**src/rtl/corep_pkg.sv**
```systemverilog
// Shared core package: return-address-stack defaults and common typedefs.
// Latency: n/a (types and constants only).
// Backpressure: n/a.
package corep;

  localparam int RAS_ENTRIES = 8;
  localparam int PC_WIDTH    = 38;

  typedef logic [$clog2(RAS_ENTRIES)-1:0] RAS_idx_t;
  typedef logic [$clog2(RAS_ENTRIES):0]   RAS_cnt_t;
  typedef logic [PC_WIDTH-1:0]            PC_t;

endpackage

```
**src/rtl/ras_repair.sv**
```systemverilog
// Return address stack with checkpoint restore for branch-misprediction repair.
// Latency: outputs combinational from state; requests take effect at the next CLK edge.
// Backpressure: none; every request is accepted every cycle (update > link&ret > link > ret).
//
// Ports:
//   CLK, nRST                       clock, async active-low reset (clears stack, sp, count)
//   link_valid, link_pc             push a return address (call predicted)
//   ret_valid                       pop (return predicted)
//   ret_pc, ret_hit                 entry at sp; high when stack is non-empty
//   ret_ras_index, ret_ras_count    sp and occupancy, checkpointed by pc_gen
//   update_valid, update_ras_index,
//   update_ras_count, update_tos_pc restore sp/count from a checkpoint
//
// Build option: RAS_TOS_REPAIR_EN -- when defined, a restore also rewrites the
// top-of-stack entry with update_tos_pc, undoing a wrong-path overwrite of it.
module ras_repair #(
  parameter int RAS_ENTRIES = corep::RAS_ENTRIES,
  parameter int PC_WIDTH    = corep::PC_WIDTH
) (
  input  logic                           CLK,
  input  logic                           nRST,
  input  logic                           link_valid,
  input  logic [PC_WIDTH-1:0]            link_pc,
  input  logic                           ret_valid,
  output logic [PC_WIDTH-1:0]            ret_pc,
  output logic                           ret_hit,
  output logic [$clog2(RAS_ENTRIES)-1:0] ret_ras_index,
  output logic [$clog2(RAS_ENTRIES):0]   ret_ras_count,
  input  logic                           update_valid,
  input  logic [$clog2(RAS_ENTRIES)-1:0] update_ras_index,
  input  logic [$clog2(RAS_ENTRIES):0]   update_ras_count,
  input  logic [PC_WIDTH-1:0]            update_tos_pc
);

  localparam int IDX_W = $clog2(RAS_ENTRIES);
  localparam int CNT_W = IDX_W + 1;
  localparam logic [CNT_W-1:0] CNT_MAX = CNT_W'(RAS_ENTRIES);

  logic [PC_WIDTH-1:0] stack_q [RAS_ENTRIES];
  logic [IDX_W-1:0]    sp_q, sp_d;
  logic [CNT_W-1:0]    cnt_q, cnt_d;

  // Single write port into the array, decoded one-hot in the register block.
  logic                wr_en;
  logic [IDX_W-1:0]    wr_idx;
  logic [PC_WIDTH-1:0] wr_dat;

`ifndef RAS_TOS_REPAIR_EN
  // Checkpointed TOS value only matters when the repair write is built in.
  logic unused_tos_pc;
  assign unused_tos_pc = ^update_tos_pc;
`endif

  always_comb begin
    sp_d   = sp_q;
    cnt_d  = cnt_q;
    wr_en  = 1'b0;
    wr_idx = sp_q;
    wr_dat = link_pc;

    if (update_valid) begin
      sp_d  = update_ras_index;
      cnt_d = (update_ras_count > CNT_MAX) ? CNT_MAX : update_ras_count;
`ifdef RAS_TOS_REPAIR_EN
      wr_en  = 1'b1;
      wr_idx = update_ras_index;
      wr_dat = update_tos_pc;
`endif
    end else if (link_valid && ret_valid) begin
      // Return then call in one cycle: the new return address replaces TOS.
      wr_en = 1'b1;
    end else if (link_valid) begin
      // sp wraps, so a push on a full stack overwrites the oldest entry.
      wr_en  = 1'b1;
      wr_idx = sp_q + 1'b1;
      sp_d   = sp_q + 1'b1;
      cnt_d  = (cnt_q == CNT_MAX) ? cnt_q : cnt_q + 1'b1;
    end else if (ret_valid) begin
      // sp keeps moving on underflow so it stays consistent with older pushes.
      sp_d  = sp_q - 1'b1;
      cnt_d = (cnt_q == '0) ? cnt_q : cnt_q - 1'b1;
    end
  end

  always_ff @(posedge CLK or negedge nRST) begin
    if (!nRST) begin
      sp_q  <= '0;
      cnt_q <= '0;
      for (int i = 0; i < RAS_ENTRIES; i++) begin
        stack_q[i] <= '0;
      end
    end else begin
      sp_q  <= sp_d;
      cnt_q <= cnt_d;
      for (int i = 0; i < RAS_ENTRIES; i++) begin
        if (wr_en && (wr_idx == IDX_W'(i))) begin
          stack_q[i] <= wr_dat;
        end
      end
    end
  end

  assign ret_pc        = stack_q[sp_q];
  assign ret_ras_index = sp_q;
  assign ret_ras_count = cnt_q;
  assign ret_hit       = (cnt_q != '0);

endmodule

```
**config.mk**
```make
export PLATFORM = sky130hd
export DESIGN_NAME = ras_repair
export DESIGN_NICKNAME = d
export VERILOG_FILES = /design/src/rtl/corep_pkg.sv /design/src/rtl/ras_repair.sv
export SDC_FILE = /design/constraint.sdc
export NUM_CORES = 1
export LEC_CHECK = 0
export CAP_MARGIN = 10
export CORE_UTILIZATION = 40
export DETAILED_ROUTE_END_ITERATION = 12
export PLACE_DENSITY_LB_ADDON = 0.25
export SLEW_MARGIN = 40
export SYNTH_ARGS = -nofsm -noshare
export SYNTH_HDL_FRONTEND = slang
export SYNTH_SLANG_ARGS = --single-unit
```
**constraint.sdc**
```tcl
create_clock -name CLK -period 4.24 [get_ports CLK]
set_input_delay 1.272 -clock CLK [delete_from_list [all_inputs] [get_ports CLK]]
set_output_delay 1.272 -clock CLK [all_outputs]
set_load 0.01 [all_outputs]
```
==> metrics.md, run 1 <==
| Metric | Value |
|---|---|
| Synth Area in XOR/XNOR | `0.596%` |
| Least-Margin Pin Slew | `0.682 ns` |
| Syn Nets | `960` |
| Setup TNS | `0 ns` |
| Routed WL per cell | `21.0 um` |
| Clk_skew | `0.00995 ns` |
| Kind of critical path | `reg -> out` |
| Standard-cell rows | `68` |
| Area contributors post-synth | `dfrtp_1 (55%), mux2_2 (25%), mux4_2 (12%)` |
| Metal-1 WL | `14,200 um` |
| Hold Startpoint | `stack_q[138]$_DFFE_PN0P_` |
| Synth Area in Adders | `0.491%` |
| P&R area growth vs syn | `19.4%` |
| # setup viols final | `0` |
| Footprint of the multi-input gates | `0.00614 mm2` |
| Final nets | `1,063` |
| Overall routing resource usage | `17.4%` |
| Maximum clock frequency | `243 MHz` |
| Placed cell areas | `0.0159 mm2` |
| Largest net degree at the start of global routing | `102` |
| Mapped Cells | `867` |
| Core Region | `0.0348 mm2` |
| Lkg Pwr | `7.15 nW` |
| Pre-Repair DR Iteration Count | `4` |
| Critical path fanouts, max | `40` |
| Clk_lat worst skew | `0.51 ns` |
| Post-route ant nets | `0` |
| Placer congestion estimate | `0.770` |
| Yosys top cell by area | `dfrtp_1` |
| Total gr overflow | `0` |
| Final wirelength | `30,400 um` |
| Met3 WL | `1290 um` |
| Final worst-path cycle share | `96.9%` |
| Worst hold endpoint | `stack_q[138]$_DFFE_PN0P_` |
| Worst R2R Path Depth | `8` |
| Post-synthesis mux area share | `39.3%` |
| Synth top area share | `54.5%` |
| Slew margin rel. | `54.6%` |
| Status | `finished clean` |
| Post-synthesis simple-gate area fraction | `1.47%` |
| Detailed-route DRC error count | `0` |
| Sequential area share after synthesis | `54.5%` |
| Synth Register Bits | `311` |
| Fin crit period | `4.11 ns` |
| Ys Warns | `0` |
| WP data arrival | `2.84 ns` |
| CP Data Required Time | `2.97 ns` |
| Largest family of logic cells by synthesized area | `multiplexers` |
| Nature of the critical path startpoint | `flop` |
| Fillcell total | `2,959` |
| Die footprint | `0.0364 mm2` |
| Port Buffers | `95` |
| Hold depth | `1` |
| Vias | `7,724` |
| Initial antenna violation count | `1` |
| Compound-Gate Fraction of Synth Area | `0.920%` |
| Avg Vias per Cell | `5.33` |
| Synthesized area per cell | `16.5 um2` |
| Layout cell share with drive strength beyond 1 | `49.3%` |
| CTS tree | `yes` |
| CP Capture Type | `output port` |
| Clk sink count | `311` |
| Design area | `0.0170 mm2` |
| Reg2Reg Launch Point | `ret_ras_index[1]$_DFFE_PN0P_` |
| Vias in the first global route | `8,432` |
| Synth unique cells | `41` |
| CTS max path bufs | `3` |
| Reg2reg setup slack | `1.18 ns` |
| PwrDens | `694 mW/mm2` |
| VDD IR-drop max | `0.298 mV` |
| FF-to-FF End | `stack_q[4]$_DFFE_PN0P_` |
| RSZ-0062 raised after global routing | `false` |
| Slew Limit Fails | `0` |
| Top Ports | `134` |
| Initial core utilization | `41.0%` |
| Worst-path clk slew | `0.06 ns` |
| Die span in y | `191 um` |
| Max cap viols | `0` |
| Highest metal used | `met5` |
| Netlist Area Pre-Place | `0.0143 mm2` |
| Die X | `191 um` |
| Dpl hpwl | `17,900 um` |
| CTS Buf Count | `35` |
| Global-route wire length before repair | `48,700 um` |
| Register area | `0.00779 mm2` |
| 1st-iter DRT viols | `329` |
| CTS Hold Bufs | `0` |
| Met2 Wirelength | `14,400 um` |
| Final hold violations | `0` |
| H-tree levels | `2` |
| Hold Crit Class | `reg -> reg` |
| Clk root buf | `clkbuf_16` |
-- state kept, by name, summed over array words and instances (netlist names) --
signal / flops
ret_ras_count: 4
ret_ras_index: 3
stack_q: 304
-- synthesized netlist by cell type --
cell,n
or2_2,1
or3_1,2
ha_1,4
a31oi_1,1
o211ai_1,1
and3b_1,1
o22ai_1,2
nand3b_1,2
mux4_2,76
xor2_1,5
a211oi_2,1
nor3b_1,1
clkbuf_1,12
o31a_1,1
a21oi_1,1
o21ai_0,7
nand2b_1,3
a221o_1,1
nor3_1,4
nand3_1,4
dfrtp_1,311
nor2_1,5
inv_1,7
nor3b_2,1
nor3b_4,1
and4bb_2,1
xnor2_2,2
buf_2,28
buf_6,8
nor2b_1,2
buf_4,12
a311oi_1,1
o221ai_1,1
mux2_1,26
a21o_1,1
mux2_2,317
xnor2_1,1
fa_1,1
a31o_2,1
mux2i_1,3
nand2_1,7
-- where the power goes --
group | internal, mW | switching [mW]
Sequential | 4.42 | 0.708
Combinational | 2.48 | 1.18
Clock | 1.90 | 1.14
Total | 8.80 | 3.03
-- kinds of logic after synthesis --
logic type,Yosys count
multiplexers,422
flip-flops,311
buffers and inverters,67
AND/OR/NAND/NOR,35
AO/OA/AOI/OAI,19
XOR/XNOR,8
adder cells (fa/ha/maj),5
-- worst max-delay path by stage --
stage,endpoint,start,cells after the start
4_1_cts,ret_pc[21],ret_ras_index[0]$_DFFE_PN0P_,4
6_report,ret_pc[20],ret_ras_index[1]$_DFFE_PN0P_,4
5_1_grt,ret_pc[20],ret_ras_index[1]$_DFFE_PN0P_,4
2_1_floorplan,ret_pc[10],ret_ras_index[0]$_DFFE_PN0P_,6
3_5_place_dp,stack_q[295]$_DFFE_PN0P_,ret_valid,6
3_3_place_gp,stack_q[119]$_DFFE_PN0P_,ret_valid,6
-- layout by cell type (no fill, tap or decap), drive strengths merged, types with 4 or more instances in the layout --
cell type and instances:
buf 32, clkbuf 52, clkdlybuf4s50 94, bufinv 4
ha 4, nand2 7, o21ai 7, inv 7
mux2 343, nor2 5, xor2 5, dfrtp 311
nor3 4, nand3 4, mux4 76
-- final cells by class --
class / instances / share of cell area [%]
sequential: 311 / 45.7
multi-input combinational: 489 / 36.0
timing repair buffer: 126 / 7.97
clock buffer: 52 / 6.00
tap: 455 / 3.34
clock inverter: 7 / 0.793
inverter: 7 / 0.154
antenna: 2 / 0.0294
-- layer usage --
| metal | up-vias | track usage [%] |
|---|---|---|
| met5 | - | 0 |
| met4 | 2 | 4.58 |
| met3 | 41 | 2.83 |
| met2 | 130 | 27.8 |
| met1 | 4116 | 24.6 |
| li1 | 3435 | - |
-- stage by stage --
| step | hold WS, ns | setup slack [ns] | util, % | instances | total power, mW |
|---|---|---|---|---|---|
| 5_1_grt | 0.502 | 0.0468 | 49.0 | 1447 | 12.5 |
| 6_report | 0.482 | 0.130 | 49.0 | 1449 | 11.8 |
| 2_1_floorplan | 0.453 | 1.04 | - | 867 | 7.55 |
| 3_3_place_gp | 0.463 | 0.447 | 45.6 | 1387 | 8.74 |
| 3_5_place_dp | 0.472 | 0.418 | 45.6 | 1387 | 8.88 |
| 4_1_cts | 0.486 | 0.0443 | 48.9 | 1446 | 12.0 |
-- what timing repair did --
item | 4_1_cts | 5_1_grt
setup endpoints to repair | 0 | 8
resized for setup | 0 | 0
buffers inserted | 0 | 1
-- worst max-delay path: stages, from the launching register on --
cell	delay, ns
dfrtp_4	0.85
buf_4	0.34
mux4_2	0.31
mux2_2	0.31
clkdlybuf4s50_1	0.49
(Power assumes the default switching activity.)
==> run 2, diff against run 1 <==
--- a/config.mk
+++ b/config.mk
@@ -9,6 +9,7 @@
 export CORE_UTILIZATION = 40
 export DETAILED_ROUTE_END_ITERATION = 12
 export PLACE_DENSITY_LB_ADDON = 0.25
+export SETUP_SLACK_MARGIN = 0.3
 export SLEW_MARGIN = 40
 export SYNTH_ARGS = -nofsm -noshare
 export SYNTH_HDL_FRONTEND = slang
==> run 2 against run 1 <==
  * Critical path type unchanged
  * Sequential share of layout area shrank 0.37 points
  * First-iteration DRC count up 12%
  * Hold slack about the same
  * Critical endpoint is now ret_pc[21]
  * Clock-buffer cell count is the same
  * Total power increased by 0.50%
  * Clock power about the same
  * Register-to-register slack better by 0.27 ns
  * Non-clock buffer count grew 8
==> metrics.md, run 2 (synthesis gave the netlist of run 1 again) <==
| Metric | Value |
|---|---|
| Clk sink count | `311 (unchanged)` |
| P&R area growth vs syn | `20.4% (was 19.4%)` |
| Initial core utilization | `41.0% (unchanged)` |
| Status | `finished clean (unchanged)` |
| Crit-path cells | `buf_12 > buf_4 > mux4_2 > mux2_2 > clkdlybuf4s50_1 (was buf_4 > mux4_2 > mux2_2 > clkdlybuf4s50_1)` |
| Fillcell total | `2,941 (was 2,959)` |
| Top Ports | `134 (unchanged)` |
| Worst hold endpoint | `stack_q[138]$_DFFE_PN0P_ (unchanged)` |
| Least-Margin Pin Slew | `0.685 ns (was 0.682 ns)` |
| Routed WL per cell | `21.3 um (was 21.0 um)` |
| Hold Startpoint | `stack_q[138]$_DFFE_PN0P_ (unchanged)` |
| Logic gate share of total power | `31.4% (was 30.9%)` |
| Die span in y | `191 um (unchanged)` |
| Avg Vias per Cell | `5.34 (was 5.33)` |
| Cell Int Power | `8.84 mW (was 8.80 mW)` |
| Port Buffers | `95 (unchanged)` |
| WP data arrival | `2.60 ns (was 2.84 ns)` |
| Nature of the critical path startpoint | `flop (unchanged)` |
| Kind of critical path | `reg -> out (unchanged)` |
| Commonest non-fill, non-tap cell in the layout | `mux2_2 (unchanged)` |
| Global-route wire length before repair | `49,400 um (was 48,700 um)` |
| Slew Limit Fails | `0 (unchanged)` |
| 1st-iter DRT viols | `367 (was 329)` |
| Clk_lat worst skew | `0.51 ns (about the same)` |
| Slew margin rel. | `54.3% (was 54.6%)` |
| Worst R2R Path Depth | `8 (unchanged)` |
| Hold Crit Class | `reg -> reg (unchanged)` |
| Die X | `191 um (unchanged)` |
| RSZ-0062 raised after global routing | `true (was false)` |
| Fin crit period | `3.87 ns (was 4.11 ns)` |
| Reg2reg setup slack | `1.45 ns (was 1.18 ns)` |
| Crit path max-delay family | `multiplexers (was flip-flops)` |
| Placer congestion estimate | `0.770 (unchanged)` |
| Layout cell share with drive strength beyond 1 | `49.7% (was 49.3%)` |
| Maximum clock frequency | `258 MHz (was 243 MHz)` |
| CTS max path bufs | `3 (unchanged)` |
| Reg2Reg Launch Point | `ret_ras_index[1]$_DFFE_PN0P_ (unchanged)` |
| Worst-path clk slew | `0.06 ns (about the same)` |
| Largest net degree at the start of global routing | `102 (unchanged)` |
| Largest register by flop count | `stack_q (unchanged)` |
| Sw Ratio | `25.6% (about the same)` |
| FF-to-FF End | `stack_q[4]$_DFFE_PN0P_ (unchanged)` |
| VDD IR-drop max | `0.298 mV (about the same)` |
| Standard-cell rows | `68 (unchanged)` |
| Final nets | `1,071 (was 1,063)` |
| Slowest CP cell | `mux4_2 (was dfrtp_4)` |
| Final hold violations | `0 (unchanged)` |
| Flop pwr share | `43.0% (was 43.4%)` |
| Slowest cell delay on critical path | `0.50 ns (was 0.85 ns)` |
| CP Data Required Time | `2.97 ns (about the same)` |
| Initial antenna violation count | `1 (unchanged)` |
| Clk root buf | `clkbuf_16 (unchanged)` |
| Worst Path Buf+Inv | `3 (was 2)` |
| Dpl hpwl | `17,900 um (unchanged)` |
| Final wirelength | `31,000 um (was 30,400 um)` |
| Most frequent cells in the layout | `mux2_2 (317), dfrtp_1 (308), clkdlybuf4s50_1 (94) (unchanged)` |
| PwrDens | `692 mW/mm2 (was 694 mW/mm2)` |
| Critical path fanouts, max | `6 (was 40)` |
| Post-route ant nets | `0 (unchanged)` |
| CP Capture Type | `output port (unchanged)` |
| H-tree levels | `2 (unchanged)` |
| Worst slack, placed | `0.418 ns (unchanged)` |
| Core Region | `0.0348 mm2 (unchanged)` |
| Total gr overflow | `0 (unchanged)` |
| CTS tree | `yes (unchanged)` |
| Max cap viols | `0 (unchanged)` |
| Setup TNS | `0 ns (unchanged)` |
| Vias in the first global route | `8,464 (was 8,432)` |
| Largest register FFs | `304 (unchanged)` |
| Fin worst setup slack | `0.370 ns (was 0.130 ns)` |
| Switching pwr | `3.05 mW (was 3.03 mW)` |
| Lkg Pwr | `7.22 nW (was 7.15 nW)` |
| Detailed-route DRC error count | `0 (unchanged)` |
| CTS Buf Count | `35 (unchanged)` |
| # setup viols final | `0 (unchanged)` |
| Vias | `7,778 (was 7,724)` |
| Overall routing resource usage | `17.8% (was 17.4%)` |
| Pre-Repair DR Iteration Count | `4 (unchanged)` |
| Final worst-path cycle share | `91.3% (was 96.9%)` |
| Die footprint | `0.0364 mm2 (unchanged)` |
| Clk_skew | `0.0127 ns (was 0.00995 ns)` |
| Hold depth | `1 (unchanged)` |
| Clk pwr share | `25.6% (was 25.7%)` |
-- run 2: changes by cell type in the layout (fill, tap and decap cells not counted), sizes merged --
cell / change
clkbuf: +1
buf: +7
-- run 2: cell type report --
| cell class | instances | area, um2 | share of cell area, % |
|---|---|---|---|
| antenna | 2 | 5.00 | 0.0291 |
| clock buffer | 52 | 1020 | 5.95 |
| clock inverter | 7 | 135 | 0.786 |
| inverter | 7 | 26.3 | 0.153 |
| multi-input combinational | 489 | 6140 | 35.7 |
| sequential | 311 | 7790 | 45.3 |
| tap | 455 | 569 | 3.31 |
| timing repair buffer | 134 | 1500 | 8.71 |
-- run 2: routing by layer --
layer	GRT usage, %	vias to the layer above	wire, um
met5	0	-	11
met4	4.40	2	491
met3	2.83	37	1230
met2	28.2	123	14600
met1	25.4	4159	14700
li1	-	3457	-
-- run 2: worst max-delay path by stage --
| stage | startpoint | to | slack, ns | depth (start not counted) |
|---|---|---|---|---|
| floorplan | ret_ras_index[0]$_DFFE_PN0P_ | ret_pc[10] | 1.04 | 6 |
| global placement | ret_valid | stack_q[119]$_DFFE_PN0P_ | 0.45 | 6 |
| detailed placement | ret_valid | stack_q[295]$_DFFE_PN0P_ | 0.42 | 6 |
| CTS | ret_ras_index[0]$_DFFE_PN0P_ | ret_pc[36] | 0.32 | 5 |
| global route | ret_ras_index[0]$_DFFE_PN0P_ | ret_pc[21] | 0.29 | 5 |
| finish | ret_ras_index[0]$_DFFE_PN0P_ | ret_pc[21] | 0.37 | 5 |
-- run 2: worst reg2reg max path: cells and delay by family (launching register included) --
| family | cells | cell delay [ns] |
|---|---|---|
| and+or+nand+nor | 2 | 0.41 |
| adders and majority gates | 1 | 0.43 |
| buffers and inverters | 3 | 0.61 |
| muxes | 2 | 0.61 |
| DFF | 1 | 0.61 |
-- run 2: timing repair --
action	CTS	global route
gates cloned	0	1
setup buffers	8	0
gates resized for setup	0	2
hold buffers	0	0
endpoints found under the setup margin	38	12
-- run 2: power groups by stage --
stage          Combinational (mW)  Sequential [mW]  Clock [mW]
6_report                     3.74             5.11        3.04
3_5_place_dp                 3.69             5.19           0
4_1_cts                      3.79             5.11        3.13
3_3_place_gp                 3.61             5.13           0
5_1_grt                      4.04             5.31        3.25
2_1_floorplan                2.65             4.90           0
-- run 2: metrics by stage --
| stage | cells | util (%) | instance area, um2 | total power, mW | hold slack, ns |
|---|---|---|---|---|---|
| after floorplan | 867 | - | 14300 | 7.55 | 0.453 |
| after global placement | 1387 | 45.6 | 15900 | 8.74 | 0.463 |
| after detailed placement | 1387 | 45.6 | 15900 | 8.88 | 0.472 |
| after CTS | 1454 | 49.3 | 17100 | 12.0 | 0.486 |
| after global routing | 1455 | 49.4 | 17200 | 12.6 | 0.502 |
| final | 1457 | 49.4 | 17200 | 11.9 | 0.482 |
